`src/rtl/regfile_rw.sv`:
```
`default_nettype none
// ============================================================================
// Module      : regfile_rw
// Description : RISC-V integer register file, two registered read ports, one
//               write port, post-reset clear sweep so the array is RAM-inferable.
//               Optional same-edge write-to-read bypass: REGFILE_RW_BYPASS_EN.
// Revision    : 1.0  initial release
// ============================================================================
module regfile_rw #(
    parameter int XLEN = 32,
    parameter int NREG = 32,
    parameter int AW   = 5
) (
    input  logic            clk,
    input  logic            reset_n,
    input  logic [AW-1:0]   io_rf_ra,
    input  logic [AW-1:0]   io_rf_rb,
    output logic [XLEN-1:0] io_rf_rsa,
    output logic [XLEN-1:0] io_rf_rsb,
    input  logic            io_rf_we,
    input  logic [AW-1:0]   io_rf_wa,
    input  logic [XLEN-1:0] io_rf_wd,
    output logic            io_rf_ready
);

    typedef enum logic [0:0] {
        ST_CLEAR = 1'b0,
        ST_RUN   = 1'b1
    } state_t;

    localparam logic [AW-1:0] C_LAST_IDX = AW'(NREG - 1);

    state_t          r_state;
    logic [AW-1:0]   r_cnt;
    logic            r_ready;
    logic [XLEN-1:0] r_rsa;
    logic [XLEN-1:0] r_rsb;
    logic [XLEN-1:0] r_mem [NREG];

    logic            w_clear;
    logic            w_run_we;
    logic            w_mem_we;
    logic [AW-1:0]   w_mem_wa;
    logic [XLEN-1:0] w_mem_wd;
    logic [XLEN-1:0] w_rda;
    logic [XLEN-1:0] w_rdb;

    // The sweep borrows the single write port, so user writes are shut out until RUN.
    assign w_clear  = (r_state == ST_CLEAR);
    assign w_run_we = !w_clear && io_rf_we && (io_rf_wa != '0);
    assign w_mem_we = w_clear || w_run_we;
    assign w_mem_wa = w_clear ? r_cnt : io_rf_wa;
    assign w_mem_wd = w_clear ? '0 : io_rf_wd;

    always_ff @(posedge clk) begin
        if (w_mem_we) begin
            r_mem[w_mem_wa] <= w_mem_wd;
        end
    end

    always_comb begin
        w_rda = (io_rf_ra == '0) ? '0 : r_mem[io_rf_ra];
        w_rdb = (io_rf_rb == '0) ? '0 : r_mem[io_rf_rb];
`ifdef REGFILE_RW_BYPASS_EN
        if (w_run_we && (io_rf_ra == io_rf_wa)) begin
            w_rda = io_rf_wd;
        end
        if (w_run_we && (io_rf_rb == io_rf_wa)) begin
            w_rdb = io_rf_wd;
        end
`endif
    end

    always_ff @(posedge clk or negedge reset_n) begin
        if (!reset_n) begin
            r_state <= ST_CLEAR;
            r_cnt   <= AW'(1);
            r_ready <= 1'b0;
            r_rsa   <= '0;
            r_rsb   <= '0;
        end else begin
            case (r_state)
                ST_CLEAR: begin
                    r_rsa <= '0;
                    r_rsb <= '0;
                    r_cnt <= r_cnt + AW'(1);
                    if (r_cnt == C_LAST_IDX) begin
                        r_state <= ST_RUN;
                        r_ready <= 1'b1;
                    end
                end
                ST_RUN: begin
                    r_rsa <= w_rda;
                    r_rsb <= w_rdb;
                end
                default: begin
                    r_state <= ST_CLEAR;
                    r_cnt   <= AW'(1);
                    r_ready <= 1'b0;
                end
            endcase
        end
    end

    assign io_rf_rsa   = r_rsa;
    assign io_rf_rsb   = r_rsb;
    assign io_rf_ready = r_ready;

endmodule
`default_nettype wire
```
`config.mk`:
```
export PLATFORM = sky130hd
export DESIGN_NAME = regfile_rw
export DESIGN_NICKNAME = d
export VERILOG_FILES = /design/src/rtl/regfile_rw.sv
export SDC_FILE = /design/constraint.sdc
export NUM_CORES = 1
export LEC_CHECK = 0
export CAP_MARGIN = 5
export CORE_MARGIN = 5
export CORE_UTILIZATION = 60
export CTS_CLUSTER_SIZE = 25
export DETAILED_ROUTE_END_ITERATION = 7
export PLACE_DENSITY_LB_ADDON = 0.3
export SYNTH_ARGS = -nofsm -noshare
export SYNTH_HDL_FRONTEND = slang
export SYNTH_SLANG_ARGS = --single-unit
```
`constraint.sdc`:
```
create_clock -name clk -period 5.8 [get_ports clk]
set_input_delay 1.45 -clock clk [delete_from_list [all_inputs] [get_ports clk]]
set_output_delay 1.45 -clock clk [all_outputs]
set_load 0.005 [all_outputs]
```
Yosys cells after proc, flatten, opt, wreduce, memory -nomap -nowiden --
Memory sizes are Yosys's and may differ from the RTL's. Cells that the tools add are included.
Operators by class: $add $sub $neg 1, equal/unequal tests 1, mux-type cells 10, bitwise operators 1, reductions and logical operators 7
Operator list (count):
- one-hot mux 32 bit (2 select lines) | 2
- 2-to-1 mux 32 bit | 3
- logical NOT 5 bit | 2
- adder 5 x 1 -> 5 bit, second input constant | 1
- == test 5 bit, second input constant | 1
- 2-to-1 mux 5 bit | 1
- nonzero test 5 bit | 1
- 2-to-1 mux 1 bit | 4
- logical AND 1 bit | 2
- AND reduction 2 bit | 1
- logical OR 1 bit | 1
- inverter 1 bit | 1
Word-level totals: bits in registers 71, RAM bits 1024, bits of input ports 50, output and inout bits 65, word-level logic and storage cells 26, memories 1
Memory list:
- r_mem | depth 32, bits a word 32, read ports 2, clocked after Yosys merged registers in 0, write ports 1, line 38 | logic [XLEN-1:0] r_mem [NREG];

Logic depth before layout (Yosys ltp) --
Gate-level depths: netlist (run 1).
word-level depth 5, gate-level depth with buffers 8, gate-level depth less buffers 4

Least setup slack after synthesis (run 1) --
OpenSTA, ideal clock, no wires.
kind in2reg, start point input io_rf_wa[3], end point memory r_mem[14][0], enable pin, setup time 421 ps, data arrival time 3310 ps, required time 5379 ps, setup slack 2069 ps, cell stages on the path 4, path buffers 0, cells stage by stage inv_1 o32ai_1 nand2_1 nor2_1
On the way: longest elaborated chain between the ends 5, elaborated cells on any way between the ends 6, those cells by class mux: 3; reduce/logical: 3
RTL lines:
- start: declaration | line 21 | input logic [AW-1:0] io_rf_wa,
- nonzero test 5 bit | line 50 | assign w_run_we = !w_clear && io_rf_we && (io_rf_wa != '0);
- logical AND 1 bit | line 50
- logical OR 1 bit | line 51 | assign w_mem_we = w_clear || w_run_we;
- 2-to-1 mux 1 bit | line 56 | if (w_mem_we) begin
- 2-to-1 mux 1 bit (implied by the code) | line 57 | r_mem[w_mem_wa] <= w_mem_wd;
- end: declaration | line 38
Parallel ways exist; a longest one is shown, timed or not.

Worst setup path in the final report (run 1) --
start point register r_state, end point memory r_mem[12][14], enable pin
On the way: longest elaborated chain between the ends 5, elaborated cells on any way between the ends 7, those cells by class mux: 3; bitwise: 1; reduce/logical: 3
RTL lines:
- start: declaration | line 33 | state_t r_state;
- start signal: assignment | line 76 | r_state <= ST_CLEAR;
- start signal: assignment | line 88 | r_state <= ST_RUN;
- start signal: assignment | line 97 | r_state <= ST_CLEAR;
- logical AND 1 bit (2 in series) | line 50
- logical OR 1 bit | line 51
- 2-to-1 mux 1 bit | line 56
- 2-to-1 mux 1 bit (implied by the code) | line 57
Parallel ways exist; a longest one is shown, timed or not.

==> impl_metrics.tcl, run 1 <==
set metrics [dict create \
    clock_path_buffers 3 \
    fin_skew_ps 22.9 \
    critPathLaunchType "flop" \
    vias_per_cell 7.46 \
    seq_area_frac_synth_pct 66.2 \
    setup-tns-final_ps 0 \
    cts_tree "done" \
    reg2reg_to "r_mem[12][14]$_DFFE_PP_" \
    diodes 0 \
    synth_area_leader_cell "edfxtp_1" \
    detail_route.iter0.violations 4451 \
    n_fill_cell 5182 \
    wl_per_cell_microns 35.6 \
    rows 105 \
    dr.pass1.iters 6 \
    status "finished, final reports clean" \
    clkSinkCount 1095 \
    clk_pin_slew_ps 60 \
    grt_first_pass_wirelength_microns 210000 \
    hpwl_microns 80600 \
    reg2regPathDepth 4 \
    reg2reg_slack_ps 2110 \
    final_nets 2949 \
    cts_made_buffers 107 \
    yosysTopAreaCellShare_pct 62.6 \
    hold_path_end "io_rf_ready$_DFFE_PN0P_" \
    clk_latency_ps 680 \
    maxCapViolCount 0 \
    synth-edff-count 1024 \
    synthArstFlopShare_pct 6.48 \
    critPathRequiredTime_ps 6080 \
    synth.area.top_cells "edfxtp_1 (63%), mux4_2 (13%), mux2i_1 (7.8%)" \
    relSlewSlack_pct 10.9 \
    route.detailed.drc 0 \
    die-area_sq_um 87800 \
    hold_viol 0 \
    path_cells "inv_2 -> o32ai_1 -> nand2_1 -> nor2_4" \
    globalRouteTotalUtil_pct 33.0 \
    port-buffer-count 114 \
    maxSlewViolCount 0 \
    syn_nets 2856 \
    grt_overflow 0 \
    p_leak_nw 18.6 \
    syn_to_final_growth_pct 12.5 \
    rsz0062_at_grt "no" \
    die_y_microns 296 \
    finalSetupViolations 0 \
    power_density_nw_per_um2 310 \
    grt_max_degree 121 \
    ys_types 48 \
    detail-route-antenna-nets 0 \
    core_sq_um 81700 \
    syn_area_per_cell_sq_um 17.5 \
    min_period_ps 3690 \
    wirelength_microns 145000 \
    ir_drop_mv 0.283 \
    synth-main-ff-cell "edfxtp_1" \
    h-tree-depth 3 \
    start_util_pct 60.2 \
    worst_pin_slew_ps 1330 \
    worstHoldStart "io_rf_ready$_DFFE_PN0P_" \
    hp-class "reg -> reg" \
    holdWs_ps 471 \
    synth-seq-cells 1095 \
    dr_total_vias 30300 \
    ys_warn_count 0 \
    regToRegStartpoint "r_state$_DFF_PN0_" \
    end_kind "flop" \
    max_freq_mhz 271 \
    crit_start "r_state$_DFF_PN0_" \
    cts_hold_buffers 0 \
    synth_area_sq_um 49200 \
    fin_util_pct 67.7 \
    whs_path_depth 1 \
    synthTopCellsByCount "edfxtp_1 (1024), mux2i_1 (384), mux4_2 (288)" \
    synth.most_common_cell "edfxtp_1" \
    globalplace.congestion 0.851 \
    cp_max_fo 49 \
    synth_cells 2804 \
    cts_root_buf "clkbuf_16" \
    postCtsSetupBuffers 0 \
    die_w_microns 296 \
    critPathArrivalTime_ps 3970 \
    drive_gt1_share_pct 21.0 \
    fin_crit_sh_pct 63.7 \
    cp_slowest_stage_delay_ps 1100 \
    worst_path_max_delay_cell "nor2_4" \
    ios 115 \
    antenna_found_initial 1 \
    grt_pass1_vias 31100 \
    cts_resized 0 \
    critPathKind "reg -> reg" \
]
## cells by family (layout without fill, tap and decap cells)
kind of cell / count (synthesis) / in the layout / synth area share [%]
flip-flops: 1095 / 1095 / 66.2
multiplexers: 706 / 706 / 21.8
AO/OA/AOI/OAI: 399 / 399 / 5.67
AND/OR/NAND/NOR: 377 / 377 / 4.01
buffers and inverters: 222 / 408 / 2.26
XOR/XNOR: 3 / 3 / 0.0535
adder cells (fa/ha/maj): 2 / 2 / 0.0509
## worst max-delay path, delay by kind of cell (launching register included)
kind / cells / cell delay (ps)
flip-flops: 1 / 1040
AO/OA/AOI/OAI: 1 / 440
buffers and inverters: 1 / 330
AND/OR/NAND/NOR: 2 / 1430
## layer usage
metal	track usage (%)	up-vias	wire, microns
met4	16.3	2	7990
met3	6.99	482	17100
met1	43.5	15500	49400
li1	-	11900	-
met2	53.2	2454	70300
met5	0	-	7
## placed cells by master (no fill, tap or decap), types with 4 or more instances in the layout
cell type	instances
dfrtp_1	69
mux4_2	288
buf_8	4
mux2i_1	384
and3_1	32
a2bb2oi_1	31
nor2_1	5
a22oi_1	253
clkbuf_16	111
nand3_1	98
and2_1	33
nor2b_4	5
nand2_1	77
clkinv_2	19
a21oi_1	98
edfxtp_1	1024
clkbuf_1	33
nand4_1	64
buf_12	13
mux2_2	34
inv_1	4
bufinv_16	10
buf_4	74
clkbuf_8	11
clkdlybuf4s50_1	109
clkinv_1	12
nor2_4	37
a31oi_1	7
## metrics by stage
stage	instance area, sq um	setup slack [ps]	total power, mW	instances
final	55300	2110	17.2	4060
after CTS	55300	2120	17.2	4059
after global placement	51700	1540	10.2	3857
after floorplan	49200	2070	9.68	2804
after global routing	55300	2040	17.6	4060
after detailed placement	51700	1520	10.2	3857
## report_power, final
group	internal [mW]	switching, mW	total, mW
clock network	4.10	2.98	7.08
logic	0.531	0.793	1.32
registers	8.72	0.0413	8.76
## flip-flops by register name, summed over array words and instances, names as in the netlist
| register | cells |
|---|---|
| r_mem | 1024 |
| io_rf_rsa | 32 |
| io_rf_rsb | 32 |
| r_cnt | 5 |
| io_rf_ready | 1 |
| r_state | 1 |
## how the worst max path moves through the flow
stage | endpoint | slack, ps | cells after the start
floorplan | r_mem[14][0]$_DFFE_PP_ | 2070 | 4
global placement | r_mem[13][15]$_DFFE_PP_ | 1540 | 5
detailed placement | r_mem[14][15]$_DFFE_PP_ | 1520 | 5
CTS | r_mem[13][14]$_DFFE_PP_ | 2120 | 4
global route | r_mem[12][14]$_DFFE_PP_ | 2040 | 4
finish | r_mem[12][14]$_DFFE_PP_ | 2110 | 4
## layout make-up
class	count	area, sq um	area share, %
Tap cell	1070	1340	2.42
Timing Repair Buffer	201	1990	3.60
Clock buffer	155	3050	5.52
Inverter	5	18.8	0.0339
Multi-Input combinational cell	1487	15900	28.7
Clock inverter	47	517	0.934
Sequential cell	1095	32500	58.8
No activity file was read; power rests on OpenSTA's default activity.
==> inputs of run 2 (changes only) <==
Settings changed: CORE_UTILIZATION 60 to 56.
Clock period 5.8 ns to 3.24 ns, I/O delays scaled along.
==> run 2 against run 1 <==
Maximum frequency increased by 47%; non-clock buffer count grew 127; cell count is 5.5% higher; highest routed layer is now met4; final area up 4.1%; register-to-register slack worse by 1400 ps; power is 84% higher; largest cell class unchanged; clock power rose by 88%; first-iteration DRC count shrank 8.2%; sequential cell count is the same; routed wire length up 2.9%.
==> impl_metrics.tcl, run 2 (synthesized netlist as in run 1, its figures left out) <==
set metrics [dict create \
    comb_power_share_pct 8.1 \
    cts_root_buf "clkbuf_16" \
    worst_path_max_delay_cell "and4_2" \
    clkSinkCount 1095 \
    grt_overflow 0 \
    netSwitchingPower_mw 7.00 \
    route.detailed.drc 0 \
    rsz0062_at_grt "no" \
    largest-register "r_mem" \
    relSlewSlack_pct 31.5 \
    seqPwrFrac_pct 49.7 \
    wl_per_cell_microns 34.8 \
    port-buffer-count 114 \
    finalSetupViolations 0 \
    final_nets 3080 \
    fin_skew_ps 30.4 \
    hp-class "in -> async" \
    critPathKind "reg -> reg" \
    cts_made_buffers 111 \
    path_cells "buf_12 -> and4_2 -> buf_4 -> a22oi_1 -> nand4_1" \
    clk_latency_ps 700 \
    crit_start "r_state$_DFF_PN0_" \
    grt_first_pass_wirelength_microns 215000 \
    n_fill_cell 5565 \
    clk_pin_slew_ps 60 \
    die_y_microns 306 \
    rows 108 \
    maxCapViolCount 0 \
    detail_route.iter0.violations 4084 \
    clkPwrFrac_pct 42.2 \
    end_kind "flop" \
    reg2reg_slack_ps 720 \
    start_util_pct 56.6 \
    largest_reg_flops 1024 \
    ios 115 \
    dr_total_vias 30800 \
    hold_viol 0 \
    p_int_mw 24.5 \
    core_sq_um 86900 \
    holdWs_ps 292 \
    critPathLaunchType "flop" \
    critical_path_cell_count 5 \
    min_period_ps 2520 \
    final_cell_mix "edfxtp_1 (1024), mux2i_1 (384), mux4_2 (288)" \
    power_density_nw_per_um2 548 \
    cp_max_fo 51 \
    cts_resized 0 \
    status "finished, final reports clean" \
    postCtsSetupBuffers 0 \
    path_buf_inv 2 \
    path_delay_family "simple AND/OR/NAND/NOR gates" \
    globalRouteTotalUtil_pct 31.3 \
    globalplace.congestion 0.895 \
    reg2reg_to "io_rf_rsa[0]$_DFF_PN0_" \
    critPathArrivalTime_ps 3120 \
    die-area_sq_um 93800 \
    detail-route-antenna-nets 0 \
    reg2regPathDepth 5 \
    clock_path_buffers 3 \
    vias_per_cell 7.19 \
    cts_tree "done" \
    max_freq_mhz 397 \
    h-tree-depth 3 \
    cts_hold_buffers 0 \
    maxSlewViolCount 0 \
    worst_pin_slew_ps 1030 \
    syn_to_final_growth_pct 17.1 \
    switching_share_pct 22.2 \
    grt_pass1_vias 31800 \
    grt_max_degree 58 \
    final_common_cell "edfxtp_1" \
    hpwl_microns 88400 \
    die_w_microns 306 \
    fin_crit_sh_pct 77.7 \
    crit_path_end "io_rf_rsa[0]$_DFF_PN0_" \
    critPathRequiredTime_ps 3840 \
    wirelength_microns 149000 \
    ir_drop_mv 0.429 \
    dr.pass1.iters 6 \
    setup-tns-final_ps 0 \
    antenna_found_initial 2 \
    cp_slowest_stage_delay_ps 770 \
    drive_gt1_share_pct 24.4 \
    p_leak_nw 19.6 \
    regToRegStartpoint "r_state$_DFF_PN0_" \
]
run 2: cell types whose count changed in the layout (fill, tap and decap cells not counted):
cell,delta
buf_12,+76
buf_16,-1
buf_4,+52
bufinv_16,+5
clkbuf_1,-7
clkbuf_16,+2
clkinv_1,+8
clkinv_16,+2
clkinv_4,-1
clkinvlp_4,-1
diode_2,+2
inv_16,-1
inv_6,+1
inv_8,+1
run 2: area by class of cell:
cell class              instances  area (sq um)  share of cell area, %
clock buffers                 150          3080                   5.34
multi-input cells            1487         15900                   27.6
well taps                    1155          1450                   2.51
diodes                          2          5.00                0.00869
inverters                       5          18.8                 0.0326
repair buffers                328          3880                   6.74
flip-flops and latches       1095         32500                   56.5
clock inverters                61           741                   1.29
run 2: through the flow:
step | instances | utilization (%) | cell area, sq um | worst slack [ps] | total power [mW]
4_1_cts | 4281 | 66.2 | 57600 | 683 | 31.6
2_1_floorplan | 2804 | - | 49200 | 149 | 17.3
3_5_place_dp | 4070 | 61.9 | 53700 | 213 | 18.5
5_1_grt | 4282 | 66.3 | 57600 | 687 | 32.3
6_report | 4283 | 66.3 | 57600 | 723 | 31.6
3_3_place_gp | 4070 | 61.9 | 53700 | 218 | 18.4
run 2: worst min path at each step:
stage,startpoint,to,slack [ps]
detailed placement,io_rf_ready$_DFFE_PN0P_,io_rf_ready$_DFFE_PN0P_,450
CTS,reset_n,io_rf_rsb[3]$_DFF_PN0_,270
global placement,io_rf_ready$_DFFE_PN0P_,io_rf_ready$_DFFE_PN0P_,450
floorplan,io_rf_ready$_DFFE_PN0P_,io_rf_ready$_DFFE_PN0P_,450
finish,reset_n,io_rf_rsb[4]$_DFF_PN0_,290
global route,reset_n,io_rf_rsb[3]$_DFF_PN0_,320
run 2: power groups by stage:
stage / Combinational [mW] / Clock (mW) / Sequential (mW)
after CTS: 2.52 / 13.4 / 15.7
after floorplan: 1.37 / 0 / 16.0
after detailed placement: 2.51 / 0 / 16.0
after global placement: 2.46 / 0 / 16.0
after global routing: 2.65 / 14.0 / 15.7
final: 2.55 / 13.3 / 15.7
run 2: layer usage:
layer	GRT usage [%]	wire (microns)	up-vias
li1	-	-	12200
met1	41.2	52600	15900
met2	52.0	73600	2301
met3	5.47	15300	441
met4	13.7	7390	0
met5	0	0	-
